**src/rtl/usb_packet_parser.sv**
```systemverilog
`default_nettype none
// +--------------------------------------------------------------------------+
// | Module      : usb_packet_parser                                          |
// | Description : Walks a received USB packet held in a 32-bit word buffer,  |
// |               decodes PID and token/SOF fields, checks PID complement,   |
// |               length and CRC5/CRC16, and streams the data payload.       |
// | Ports       : clock48/reset          - clock, sync active-high reset     |
// |               packet_ready/_byte_count - packet handed over by receiver  |
// |               buffer_read_index/_data - word read port (1-cycle latency) |
// |               packet_consumed, busy  - buffer hand-back / activity       |
// |               pid, token_*, frame_number - decoded fields               |
// |               payload_valid/_byte    - data payload stream              |
// |               parse_done, error_flags - {overflow,length,crc,pid_check}  |
// | Revision    : 1.0 - initial release                                      |
// +--------------------------------------------------------------------------+
module usb_packet_parser #(
   parameter int BUFFER_WORDS = 256
) (
   input  logic                            clock48,
   input  logic                            reset,
   input  logic                            packet_ready,
   input  logic [10:0]                     packet_byte_count,
   output logic [$clog2(BUFFER_WORDS)-1:0] buffer_read_index,
   input  logic [31:0]                     buffer_read_data,
   output logic                            packet_consumed,
   output logic                            busy,
   output logic [3:0]                      pid,
   output logic [6:0]                      token_address,
   output logic [3:0]                      token_endpoint,
   output logic [10:0]                     frame_number,
   output logic                            payload_valid,
   output logic [7:0]                      payload_byte,
   output logic                            parse_done,
   output logic [3:0]                      error_flags
);

   localparam int          C_IW        = $clog2(BUFFER_WORDS);
   localparam logic [31:0] C_MAX_BYTES = 32'(4 * BUFFER_WORDS);

   typedef enum logic [2:0] {
      IDLE   = 3'd0,
      FETCH  = 3'd1,
      WAIT   = 3'd2,
      BYTES  = 3'd3,
      FINISH = 3'd4
   } state_t;

   function automatic logic is_token(input logic [3:0] p);
      return (p == 4'h1) || (p == 4'h9) || (p == 4'hD) || (p == 4'h5);
   endfunction

   function automatic logic is_data(input logic [3:0] p);
      return (p == 4'h3) || (p == 4'hB);
   endfunction

   // Handshakes and unrecognised PIDs both need exactly one byte.
   function automatic logic len_ok(input logic [3:0] p, input logic [10:0] n);
      if (is_token(p)) return n == 11'd3;
      if (is_data(p))  return (n >= 11'd3) && (n <= 11'd67);
      return n == 11'd1;
   endfunction

   // Serial CRC5, bits fed LSB first, feedback from the register MSB.
   function automatic logic [4:0] crc5_byte(input logic [4:0] c, input logic [7:0] d);
      logic [4:0] r;
      r = c;
      for (int i = 0; i < 8; i++) begin
         if (r[4] ^ d[i]) r = {r[3:0], 1'b0} ^ 5'b00101;
         else             r = {r[3:0], 1'b0};
      end
      return r;
   endfunction

   function automatic logic [15:0] crc16_byte(input logic [15:0] c, input logic [7:0] d);
      logic [15:0] r;
      r = c;
      for (int i = 0; i < 8; i++) begin
         if (r[15] ^ d[i]) r = {r[14:0], 1'b0} ^ 16'h8005;
         else              r = {r[14:0], 1'b0};
      end
      return r;
   endfunction

   state_t           state_q,    state_d;
   logic [C_IW-1:0]  index_q,    index_d;
   logic [10:0]      count_q,    count_d;
   logic [10:0]      byte_idx_q, byte_idx_d;
   logic [3:0]       pid_q,      pid_d;
   logic [6:0]       addr_q,     addr_d;
   logic [3:0]       ep_q,       ep_d;
   logic [10:0]      frame_q,    frame_d;
   logic [3:0]       err_q,      err_d;
   logic [4:0]       crc5_q,     crc5_d;
   logic [15:0]      crc16_q,    crc16_d;
   logic [7:0]       hold0_q,    hold0_d;
   logic [7:0]       hold1_q,    hold1_d;
   logic             wait_low_q, wait_low_d;

   logic [7:0]       w_cur_byte;
   logic [3:0]       w_pid_eff;
   logic             w_last;
   logic [4:0]       w_crc5_next;
   logic [15:0]      w_crc16_next;

   assign w_cur_byte   = buffer_read_data[{byte_idx_q[1:0], 3'b000} +: 8];
   // On byte 0 the PID register is not loaded yet, so use the live byte.
   assign w_pid_eff    = (byte_idx_q == 11'd0) ? w_cur_byte[3:0] : pid_q;
   assign w_last       = (byte_idx_q == (count_q - 11'd1));
   assign w_crc5_next  = crc5_byte(crc5_q, w_cur_byte);
   assign w_crc16_next = crc16_byte(crc16_q, w_cur_byte);

   always_comb begin
      state_d    = state_q;
      index_d    = index_q;
      count_d    = count_q;
      byte_idx_d = byte_idx_q;
      pid_d      = pid_q;
      addr_d     = addr_q;
      ep_d       = ep_q;
      frame_d    = frame_q;
      err_d      = err_q;
      crc5_d     = crc5_q;
      crc16_d    = crc16_q;
      hold0_d    = hold0_q;
      hold1_d    = hold1_q;
      wait_low_d = wait_low_q;

      case (state_q)
         IDLE: begin
            if (!packet_ready) begin
               wait_low_d = 1'b0;
            end else if (!wait_low_q) begin
               index_d    = '0;
               byte_idx_d = '0;
               err_d      = '0;
               crc5_d     = 5'h1F;
               crc16_d    = 16'hFFFF;
               if ({21'd0, packet_byte_count} > C_MAX_BYTES) begin
                  err_d[3] = 1'b1;
                  count_d  = C_MAX_BYTES[10:0];
               end else begin
                  count_d  = packet_byte_count;
               end
               if (packet_byte_count == 11'd0) begin
                  err_d[2] = 1'b1;
                  state_d  = FINISH;
               end else begin
                  state_d  = FETCH;
               end
            end
         end

         FETCH: state_d = WAIT;

         WAIT:  state_d = BYTES;

         BYTES: begin
            byte_idx_d = byte_idx_q + 11'd1;
            // Two-byte delay line: a byte leaves only once two newer ones
            // exist, so the trailing CRC16 bytes never reach the payload.
            hold0_d    = hold1_q;
            hold1_d    = w_cur_byte;

            if (byte_idx_q == 11'd0) begin
               pid_d = w_cur_byte[3:0];
               if (w_cur_byte[7:4] != ~w_cur_byte[3:0]) err_d[0] = 1'b1;
               if (!len_ok(w_cur_byte[3:0], count_q))  err_d[2] = 1'b1;
            end else begin
               if (is_token(pid_q) && (byte_idx_q <= 11'd2)) crc5_d = w_crc5_next;
               if (is_data(pid_q)) crc16_d = w_crc16_next;
               if (is_token(pid_q) && (byte_idx_q == 11'd1)) begin
                  addr_d  = w_cur_byte[6:0];
                  ep_d[0] = w_cur_byte[7];
                  if (pid_q == 4'h5) frame_d[7:0] = w_cur_byte;
               end
               if (is_token(pid_q) && (byte_idx_q == 11'd2)) begin
                  ep_d[3:1] = w_cur_byte[2:0];
                  if (pid_q == 4'h5) frame_d[10:8] = w_cur_byte[2:0];
               end
            end

            if (w_last) begin
               state_d = FINISH;
               // CRC is only meaningful on a correctly sized packet.
               if (len_ok(w_pid_eff, count_q)) begin
                  if (is_token(w_pid_eff) && (w_crc5_next != 5'b01100))   err_d[1] = 1'b1;
                  if (is_data(w_pid_eff)  && (w_crc16_next != 16'h800D))  err_d[1] = 1'b1;
               end
            end else if (byte_idx_q[1:0] == 2'd3) begin
               index_d = index_q + C_IW'(1);
               state_d = FETCH;
            end
         end

         FINISH: begin
            // Receiver must drop packet_ready before the next hand-over.
            wait_low_d = 1'b1;
            state_d    = IDLE;
         end

         default: state_d = IDLE;
      endcase
   end

   always_ff @(posedge clock48) begin
      if (reset) begin
         state_q    <= IDLE;
         index_q    <= '0;
         count_q    <= '0;
         byte_idx_q <= '0;
         pid_q      <= '0;
         addr_q     <= '0;
         ep_q       <= '0;
         frame_q    <= '0;
         err_q      <= '0;
         crc5_q     <= '0;
         crc16_q    <= '0;
         hold0_q    <= '0;
         hold1_q    <= '0;
         wait_low_q <= 1'b1;
      end else begin
         state_q    <= state_d;
         index_q    <= index_d;
         count_q    <= count_d;
         byte_idx_q <= byte_idx_d;
         pid_q      <= pid_d;
         addr_q     <= addr_d;
         ep_q       <= ep_d;
         frame_q    <= frame_d;
         err_q      <= err_d;
         crc5_q     <= crc5_d;
         crc16_q    <= crc16_d;
         hold0_q    <= hold0_d;
         hold1_q    <= hold1_d;
         wait_low_q <= wait_low_d;
      end
   end

   assign buffer_read_index = index_q;
   assign busy              = (state_q != IDLE);
   assign parse_done        = (state_q == FINISH);
   assign packet_consumed   = (state_q == FINISH);
   assign pid               = pid_q;
   assign token_address     = addr_q;
   assign token_endpoint    = ep_q;
   assign frame_number      = frame_q;
   assign error_flags       = err_q;
   assign payload_valid     = (state_q == BYTES) && is_data(pid_q) && (byte_idx_q >= 11'd3);
   assign payload_byte      = payload_valid ? hold0_q : 8'h00;

endmodule
`default_nettype wire

```
**config.mk**
```make
export PLATFORM = sky130hd
export DESIGN_NAME = usb_packet_parser
export DESIGN_NICKNAME = d
export VERILOG_FILES = /design/src/rtl/usb_packet_parser.sv
export SDC_FILE = /design/constraint.sdc
export NUM_CORES = 1
export LEC_CHECK = 0
export ABC_AREA = 1
export BUFFER_PORTS_ARGS = -buffer_cell sky130_fd_sc_hd__buf_2
export CORE_MARGIN = 10
export CORE_UTILIZATION = 50
export CTS_BUF_LIST = sky130_fd_sc_hd__clkbuf_4 sky130_fd_sc_hd__clkbuf_8
export CTS_CLUSTER_SIZE = 8
export DETAILED_ROUTE_END_ITERATION = 12
export PLACE_DENSITY = 0.7
export SYNTH_ARGS = -nofsm -noshare
export SYNTH_HDL_FRONTEND = slang
export SYNTH_SLANG_ARGS = --single-unit
```
**constraint.sdc**
```tcl
create_clock -name clock48 -period 2.9 [get_ports clock48]
set_clock_uncertainty 0.05 [all_clocks]
set_input_delay 0.29 -clock clock48 [delete_from_list [all_inputs] [get_ports clock48]]
set_output_delay 0.29 -clock clock48 [all_outputs]
set_load 0.03 [all_outputs]
```
# ---- Word-level counts from Yosys, hierarchy flattened
# Cells that the tools add are included.
dict set report op_classes {
  n_reduce_logical 40
  shift 1
  muxes 84
  n_lt_le_gt_ge 5
  eq_ne 46
  n_bitwise 35
  addsub 3
}
# op count
set op_table {}
lappend op_table {{two-way mux 16 bit} 12}
lappend op_table {{two-way mux 3 bit} 15}
lappend op_table {{two-way mux 8 bit} 5}
lappend op_table {{two-way mux 1 bit} 37}
lappend op_table {{equality test 4 bit, second input constant} 9}
lappend op_table {{two-way mux 11 bit} 3}
lappend op_table {{one-hot mux 16 bit (2 select lines)} 1}
lappend op_table {{variable part select 32 x 6 -> 8 bit} 1}
lappend op_table {{!= test 2 bit, second input constant} 13}
lappend op_table {{AND reduction 5 bit} 5}
lappend op_table {{NOT 3 bit} 8}
lappend op_table {{equality test 11 x 1 -> 1 bit, second input constant} 2}
lappend op_table {{equality test 11 x 2 -> 1 bit, second input constant} 2}
lappend op_table {{>= comparator 11 x 2 -> 1 bit, second input constant} 2}
lappend op_table {{logical NOT 11 bit} 2}
lappend op_table {{one-hot mux 11 bit (2 select lines)} 1}
lappend op_table {{two-way mux 5 bit} 4}
lappend op_table {{!= test 16 bit, second input constant} 1}
lappend op_table {{NOT 2 bit} 8}
lappend op_table {{one-hot mux 8 bit (2 select lines)} 1}
lappend op_table {{XOR 1 bit} 16}
lappend op_table {{AND reduction 3 bit} 5}
lappend op_table {{equality test 4 x 1 -> 1 bit, second input constant} 3}
lappend op_table {{equality test 4 x 2 -> 1 bit, second input constant} 3}
lappend op_table {{other kinds (30)} 55}
dict set report totals {
  word_cells 233
  input_bits 46
  output_inout_bits 50
  ff_bits 101
}

# ---- Logic depth before layout (Yosys ltp)
# Gate-level depths: netlist of run 1.
dict set report logic_depth {
  ltp_word 24
  mapped_depth 27
  mapped_depth_nobuf 27
}

# ---- Worst setup path before layout of run 1
# No wires, ideal clock.
dict set report synth_timing {
  path_type {reg-to-reg}
  start {register count_q[0]}
  end {register index_q[7] (netlist: buffer_read_index[7])}
  arrival_ps 2147
  path_stages_with_launch 16
  synth_period_minus_slack_ps 2330
  slack_ps 570
  t_required_ps 2717
  path_cell_list {dfxtp_1 inv_1 ha_1 xnor2_1 a21oi_1 o21ai_1 a2111oi_2 nand4_1 nand2_1 inv_2 nand2_1 inv_2 nand3_1 inv_1 a21oi_1 nor3_1}
}
dict set report synth_between {
  elab_chain_len 4
}
# element line_no
set synth_lines {}
lappend synth_lines {{start: declaration} 86} ;# logic [10:0] count_q, count_d;
lappend synth_lines {{start signal: assignment} 224} ;# count_q <= count_d;
lappend synth_lines {{subtractor 11 x 1 -> 11 bit} 108} ;# assign w_last = (byte_idx_q == (count_q - 11'd1));
lappend synth_lines {{equality test 11 bit} 108}
lappend synth_lines {{!= test 2 bit (no source line)} --}
lappend synth_lines {{AND reduction 5 bit (no source line)} --}
lappend synth_lines {{end signal: assignment} 223} ;# index_q <= index_d;
lappend synth_lines {{end: declaration} 85} ;# logic [C_IW-1:0] index_q, index_d;
# Every way passes these cells.
# A chain may end at the register's enable or synchronous reset.

# ---- Final worst setup path of run 1
dict set report layout_timing {
  start {register count_q[1]}
  end {register index_q[7] (netlist: buffer_read_index[7])}
}
# The elaborated chain is that of the path after synthesis.

==> results of run 1 <==
## cells by family after synthesis
group / count (synthesis) / share of synthesized area (%)
buf+inv: 127 / 9.537
compound gates: 159 / 17.62
fa+ha+maj: 8 / 1.817
xor+xnor: 50 / 9.514
flops: 101 / 36.69
simple gates: 283 / 24.82
## repair_timing
item	in CTS	in global routing
resized for setup	0	8
buffers inserted	0	1
setup endpoints to repair	0	4
## cell type report
cell class | count | area share, %
clock buffer | 9 | 1.952
clock inverter | 6 | 0.7885
inverter | 100 | 5.993
multi-input combinational | 500 | 46.84
sequential | 101 | 31.87
tap | 140 | 2.760
timing repair buffer | 114 | 9.797
## synthesized netlist by cell type (all sizes together)
cell,count
clkbuf,16
a32o,3
and2,1
nand3,54
or2,1
o21ai,51
o211ai,9
inv,99
nor4,5
o211a,2
nor2,65
nor3b,3
a21oi,55
ha,8
a31oi,1
o21a,3
nand4,6
buf,11
clkinv,1
a221oi,4
o311ai,1
nand2,132
dfxtp,101
o221a,2
nor3,16
xnor2,17
a2111oi,2
xor2,33
o22ai,6
o221ai,5
a211oi,15
## worst min-delay path, delay by kind of cell
kind            cells  cell delay [ns]
compound gates      1             0.08
buf+inv             1             0.09
simple gates        1             0.06
## power groups by stage
stage	Clock, mW	Sequential (mW)	Combinational [mW]
2_1_floorplan	0	1.50	0.432
3_3_place_gp	0	1.49	0.572
3_5_place_dp	0	1.49	0.589
4_1_cts	0.867	1.46	0.593
5_1_grt	0.907	1.47	0.665
6_report	0.846	1.46	0.600
## worst paths after layout
check               startpoint                    to  slack (ns)  depth (start not counted)
hold / removal    packet_ready            wait_low_q        0.11                          3
setup / recovery    count_q[1]  buffer_read_index[7]        0.23                         16
setup reg to reg    count_q[1]  buffer_read_index[7]        0.23                         16
hold reg to reg     hold0_q[2]            hold0_q[2]        0.41                          2
## cells in the final DEF, fill, tap and decap left out, types with 7 or more instances in the layout
| cell | instances |
|---|---|
| buf_4 | 18 |
| o21ai_0 | 47 |
| ha_1 | 7 |
| nor2_1 | 59 |
| nor3_1 | 12 |
| nand3_2 | 7 |
| o211ai_1 | 9 |
| xor2_1 | 26 |
| xnor2_1 | 17 |
| a21oi_1 | 54 |
| a211oi_1 | 15 |
| buf_2 | 95 |
| inv_1 | 88 |
| inv_2 | 9 |
| dfxtp_1 | 100 |
| clkbuf_8 | 9 |
| nand2_1 | 110 |
| nand2_2 | 18 |
| nand3_1 | 45 |
## layer usage
| metal | GRT usage [%] | up-vias | part of all wire (%) |
|---|---|---|---|
| met5 | 0 | - | 0 |
| met4 | 9.146 | 0 | 3.4 |
| met3 | 5.323 | 47 | 5.7 |
| met2 | 32.80 | 160 | 49 |
| met1 | 21.82 | 2439 | 42 |
| li1 | - | 2592 | - |
## flip-flops by register name, indices dropped and copies added, names as in the netlist
name and count:
crc5_q 5, crc16_q 16, state_q 3, token_address 7, count_q 11, buffer_read_index 8
wait_low_q 1, token_endpoint 4, frame_number 11, hold1_q 8, error_flags 4, byte_idx_q 11
pid 4, hold0_q 8
## through the flow
stage                     setup slack (ns)  area [sq um]  hold slack, ns
after floorplan                     0.5700          5510          0.3800
after global routing              0.001783          6347          0.1123
final                               0.2268          6347          0.1094
after global placement              0.2947          6151          0.3949
after CTS                           0.1612          6325         0.09128
after detailed placement            0.1836          6151          0.3978
==> flow_metrics.py, run 1 <==
metrics = {
    "outcome": {
        "status": "completed",
    },
    "yosys": {
        "synth_top_area_share_pct": 36.69,
        "avgSynthCellArea_sq_um": 7.569,
        "syn_area_sq_mm": 0.005510,
        "yosysTopAreaCell": "dfxtp_1",
        "synth_area_leaders": "dfxtp_1 37%, nand2_1 7.6%, inv_1 6.1%",
        "synth_cell_types": 51,
        "synth_cells": 728,
        "seq_area_frac_synth_pct": 36.69,
        "syn-num-nets": 782,
        "yosysWarningCount": 0,
        "ys_ff_latch": 101,
    },
    "route": {
        "wl_um": 15600,
        "wl_per_cell_um": 16.08,
        "drtPass1Iterations": 6,
        "drt-vias-per-instance": 5.400,
        "first_iter_violations": 431,
        "ant_nets": 0,
        "via_count": 5238,
        "drc": 0,
    },
    "worst_setup_path": {
        "critPathSlowestCell": "a2111oi_2",
        "worstPathMaxFanout": 6,
        "required_ns": 3.13,
        "critPathCaptureType": "register",
        "path_class": "register to register",
        "start_kind": "register",
        "critical_path_arrival_ns": 2.90,
        "path_delay_family": "simple AND/OR/NAND/NOR gates",
        "cp_slowest_stage_delay_ns": 0.38,
        "crit_chain": "inv_1 > ha_2 > nand2_1 > nor2_2 > nand2_1 > xor2_1 > a2111oi_2 > nand4_1 > nand2_2 > inv_2 > nand2_1 > inv_2 > nand3_1 > inv_1 > a21oi_1 > nor3_1",
        "crit_buf_inv": 4,
        "crit_path_frequent_cell": "nand2_1",
    },
    "clock_network": {
        "cts_hold_buf": 0,
        "cts_max_level": 3,
        "clkLatencyLatePin_ns": 0.39,
        "clk_pin_slew_ns": 0.10,
        "cts_tree": "yes",
        "cts_buffers": 9,
        "root_buffer": "clkbuf_8",
        "clockBufferDepth": 2,
        "cts_sinks": 101,
    },
    "layout": {
        "multi_input_area_sq_mm": 0.002973,
        "fillerInstances": 997,
        "fin_nets": 880,
        "area_growth_syn_to_layout_pct": 15.19,
        "num_antenna_cells": 0,
        "fin_util_pct": 58.81,
        "drive_above_1_share_pct": 23.73,
        "regArea_sq_mm": 0.002023,
        "stdcell_count": 970,
    },
    "global_route": {
        "grt_pass1_vias": 5119,
        "overflow": 0,
        "grt_max_degree": 43,
        "grt_usage_pct": 19.25,
        "antenna_found_initial": 0,
        "grt_pass1_wl_um": 25250,
    },
    "sta": {
        "final_max_slew_viol_count": 0,
        "fin_crit_ns": 2.673,
        "tightest_slew_ns": 0.7261,
        "finalHoldViolations": 0,
        "rsz0062_at_grt": "no",
        "timing.final.crit_share_pct": 92.18,
        "fmax_mhz": 374.1,
        "timing.slew.headroom_pct": 50.34,
        "setup_violations": 0,
        "tns_ns": 0,
    },
    "pwr": {
        "combPwrFrac_pct": 20.6,
        "p_int_mw": 1.967,
        "p_switching_mw": 0.9407,
        "p_seq_share_pct": 50.3,
        "pwr-share-clk_pct": 29.1,
        "totalPowerFinal_mw": 2.908,
        "ir_drop_v": 0.0003724,
        "switching_share_pct": 32.35,
        "power.leakage_nw": 2.833,
        "powerDensity_mw_per_mm2": 458.2,
    },
    "placed_design": {
        "portBuffers": 95,
        "dp_cells": 954,
        "gp_congestion": 0.9416,
        "hpwl_um": 11790,
    },
    "floorplanning": {
        "dieWidth_um": 125.0,
        "die_height_um": 125.0,
        "pin_count": 96,
        "rows": 38,
        "core_area_sq_mm": 0.01079,
        "dieArea_sq_mm": 0.01562,
        "start_util_pct": 51.05,
    },
    "hold_path": {
        "hold_path_class": "primary input to register",
    },
    "job": {
        "max-cap-violations": 0,
    },
}
Power figures use the tool's default switching activity.
==> run 2, diff against run 1 <==
--- a/config.mk
+++ b/config.mk
@@ -12,7 +12,7 @@
 export CTS_BUF_LIST = sky130_fd_sc_hd__clkbuf_4 sky130_fd_sc_hd__clkbuf_8
 export CTS_CLUSTER_SIZE = 8
 export DETAILED_ROUTE_END_ITERATION = 12
-export PLACE_DENSITY = 0.7
+export PLACE_DENSITY = 0.73
 export SYNTH_ARGS = -nofsm -noshare
 export SYNTH_HDL_FRONTEND = slang
 export SYNTH_SLANG_ARGS = --single-unit
==> constraint.sdc (replaced) <==
create_clock -name clock48 -period 2.32 [get_ports clock48]
set_clock_uncertainty 0.05 [all_clocks]
set_input_delay 0.232 -clock clock48 [delete_from_list [all_inputs] [get_ports clock48]]
set_output_delay 0.232 -clock clock48 [all_outputs]
set_load 0.03 [all_outputs]
==> flow_metrics.py, run 2 (synthesized netlist as in run 1, its figures left out) <==
metrics = {
    "sta": {
        "timing.hold.ws_ns": 0.04584,
        "layout_setup_ws_ns": -0.1751,
        "timing.final.crit_share_pct": 107.5,
        "rsz0062_at_grt": "yes",
        "fin_crit_ns": 2.495,
        "tightest_slew_ns": 0.5694,
        "finalHoldViolations": 0,
        "final_max_slew_viol_count": 0,
        "fmax_mhz": 400.8,
        "setup_violations": 5,
        "timing.slew.headroom_pct": 62.00,
    },
    "route": {
        "via_count": 5633,
        "ant_nets": 0,
        "wl_um": 17370,
        "first_iter_violations": 361,
        "drt-vias-per-instance": 5.443,
        "drc": 0,
        "wl_per_cell_um": 16.78,
        "drtPass1Iterations": 5,
    },
    "worst_setup_path": {
        "critical_path_arrival_ns": 2.70,
        "timing.rr.start": "byte_idx_q[0]",
        "endpoint": "error_flags[1]",
        "cp_slowest_stage_delay_ns": 0.39,
        "required_ns": 2.52,
        "critPathCaptureType": "register",
        "crit_buf_inv": 1,
        "crit_chain": "buf_8 > nand2_1 > nand3_2 > nand2_4 > xor2_4 > nand3_2 > nand2_2 > nand2_2 > nand2_2 > nand2_2 > nand3_1 > nand2_1 > nand2_2 > nand2_2 > nand2_2 > nand2_2 > nand2_2 > nand3_2 > nand2_2 > nand3_2 > nand3_2 > a21oi_2",
        "critPathSlowestCell": "dfxtp_4",
        "path_class": "register to register",
        "worstPathMaxFanout": 6,
        "r2r_slack_ns": -0.18,
        "r2r-end": "error_flags[1]",
        "crit_path_frequent_cell": "nand2_2",
        "critPathLaunch": "byte_idx_q[0]",
        "crit_cells": 22,
        "start_kind": "register",
        "path_delay_family": "simple AND/OR/NAND/NOR gates",
        "rr_worst_depth": 22,
    },
    "global_route": {
        "overflow": 0,
        "grt_pass1_wl_um": 26470,
        "grt_pass1_vias": 5498,
        "grt_max_degree": 44,
        "grt_usage_pct": 19.98,
        "antenna_found_initial": 0,
    },
    "pwr": {
        "power.leakage_nw": 3.275,
        "powerDensity_mw_per_mm2": 537.3,
        "ir_drop_v": 0.0003727,
    },
    "layout": {
        "regArea_sq_mm": 0.002029,
        "largest_reg_flops": 16,
        "fillerInstances": 859,
        "num_antenna_cells": 0,
        "regMostFlops": "crc16_q",
        "mostFrequentLayoutCell": "nand2_1",
        "multi_input_area_sq_mm": 0.003395,
        "layout_common_cells": "98 x nand2_1, 97 x dfxtp_1, 95 x buf_2",
        "area_growth_syn_to_layout_pct": 33.02,
        "fin_nets": 944,
        "drive_above_1_share_pct": 37.88,
        "fin_util_pct": 67.91,
        "stdcell_count": 1035,
    },
    "hold_path": {
        "min_path_cells": 3,
        "hold_path_class": "primary input to register",
    },
    "clock_network": {
        "cts_buffers": 9,
        "cts_tree": "yes",
        "cts_hold_buf": 0,
        "clkLatencyLatePin_ns": 0.38,
        "root_buffer": "clkbuf_8",
        "cts_max_level": 3,
        "clk_pin_slew_ns": 0.10,
        "cts_sinks": 101,
        "clockBufferDepth": 2,
    },
    "floorplanning": {
        "core_area_sq_mm": 0.01079,
        "dieArea_sq_mm": 0.01562,
        "pin_count": 96,
        "dieWidth_um": 125.0,
        "rows": 38,
        "start_util_pct": 51.05,
        "die_height_um": 125.0,
    },
    "placed_design": {
        "portBuffers": 95,
        "hpwl_um": 12360,
        "gp_congestion": 0.9080,
        "dp_cells": 1002,
    },
    "outcome": {
        "violations": "negative setup slack",
        "status": "finished with violations",
    },
    "job": {
        "max-cap-violations": 0,
    },
}
==> run 2: cell types whose count changed in the layout (fill, tap and decap cells not counted), moves of 8 or more <==
cell / delta
nand2_2: +8
nand3_1: -19
buf_4: +55
nand3_2: +15
nand2_1: -12
==> run 2: repair_timing <==
| item | 4_1_cts | 5_1_grt |
|---|---|---|
| gates resized for setup | 23 | 92 |
| endpoints found under the setup margin | 13 | 38 |
| buffers inserted | 4 | 13 |
| gates cloned | 0 | 1 |
| pin swaps | 13 | 28 |
==> run 2: per-stage QoR <==
step,power [mW],setup TNS (ns),instance area (sq um),setup WS [ns]
2_1_floorplan,2.415,0,5519,0.003262
3_3_place_gp,2.697,-0.08902,6533,-0.04796
3_5_place_dp,2.721,-0.4384,6533,-0.1348
4_1_cts,3.790,-0.1477,6824,-0.05689
5_1_grt,4.101,-2.382,7330,-0.3598
6_report,3.938,-0.6111,7330,-0.1751
==> run 2: layout make-up <==
cell class	count	share of cell area, %
multi-input combinational	500	46.31
sequential	101	27.69
timing repair buffer	178	15.86
inverter	100	5.258
tap	140	2.390
clock buffer	11	1.895
clock inverter	5	0.5975
==> run 2: metal layers <==
metal | share of wire, % | GRT usage (%) | vias up
met5 | 0 | 0 | -
met4 | 3.1 | 6.911 | 0
met3 | 4.7 | 4.605 | 50
met2 | 53 | 36.25 | 180
met1 | 39 | 22.34 | 2676
li1 | - | - | 2727
==> run 2: report_power, final <==
group | internal (mW) | switching, mW | leakage, nW
logic | 0.442 | 0.589 | 2.36
registers | 1.78 | 0.0477 | 0.820
clock network | 0.428 | 0.647 | 0.0953
total | 2.65 | 1.28 | 3.28
==> run 2: worst min-delay path by stage <==
stage	to	startpoint	slack (ns)
floorplan	wait_low_q	packet_ready	0.33
global placement	hold0_q[3]	hold1_q[3]	0.39
detailed placement	hold0_q[7]	hold0_q[7]	0.40
CTS	wait_low_q	packet_ready	0.04
global route	wait_low_q	packet_ready	0.07
finish	wait_low_q	packet_ready	0.05
==> run 2: tightest hold or removal path: cells and delay by family <==
family                 cells  cell delay (ns)
and+or+nand+nor            1             0.06
buffers and inverters      1             0.08
AOI/OAI and AO/OA          1             0.07
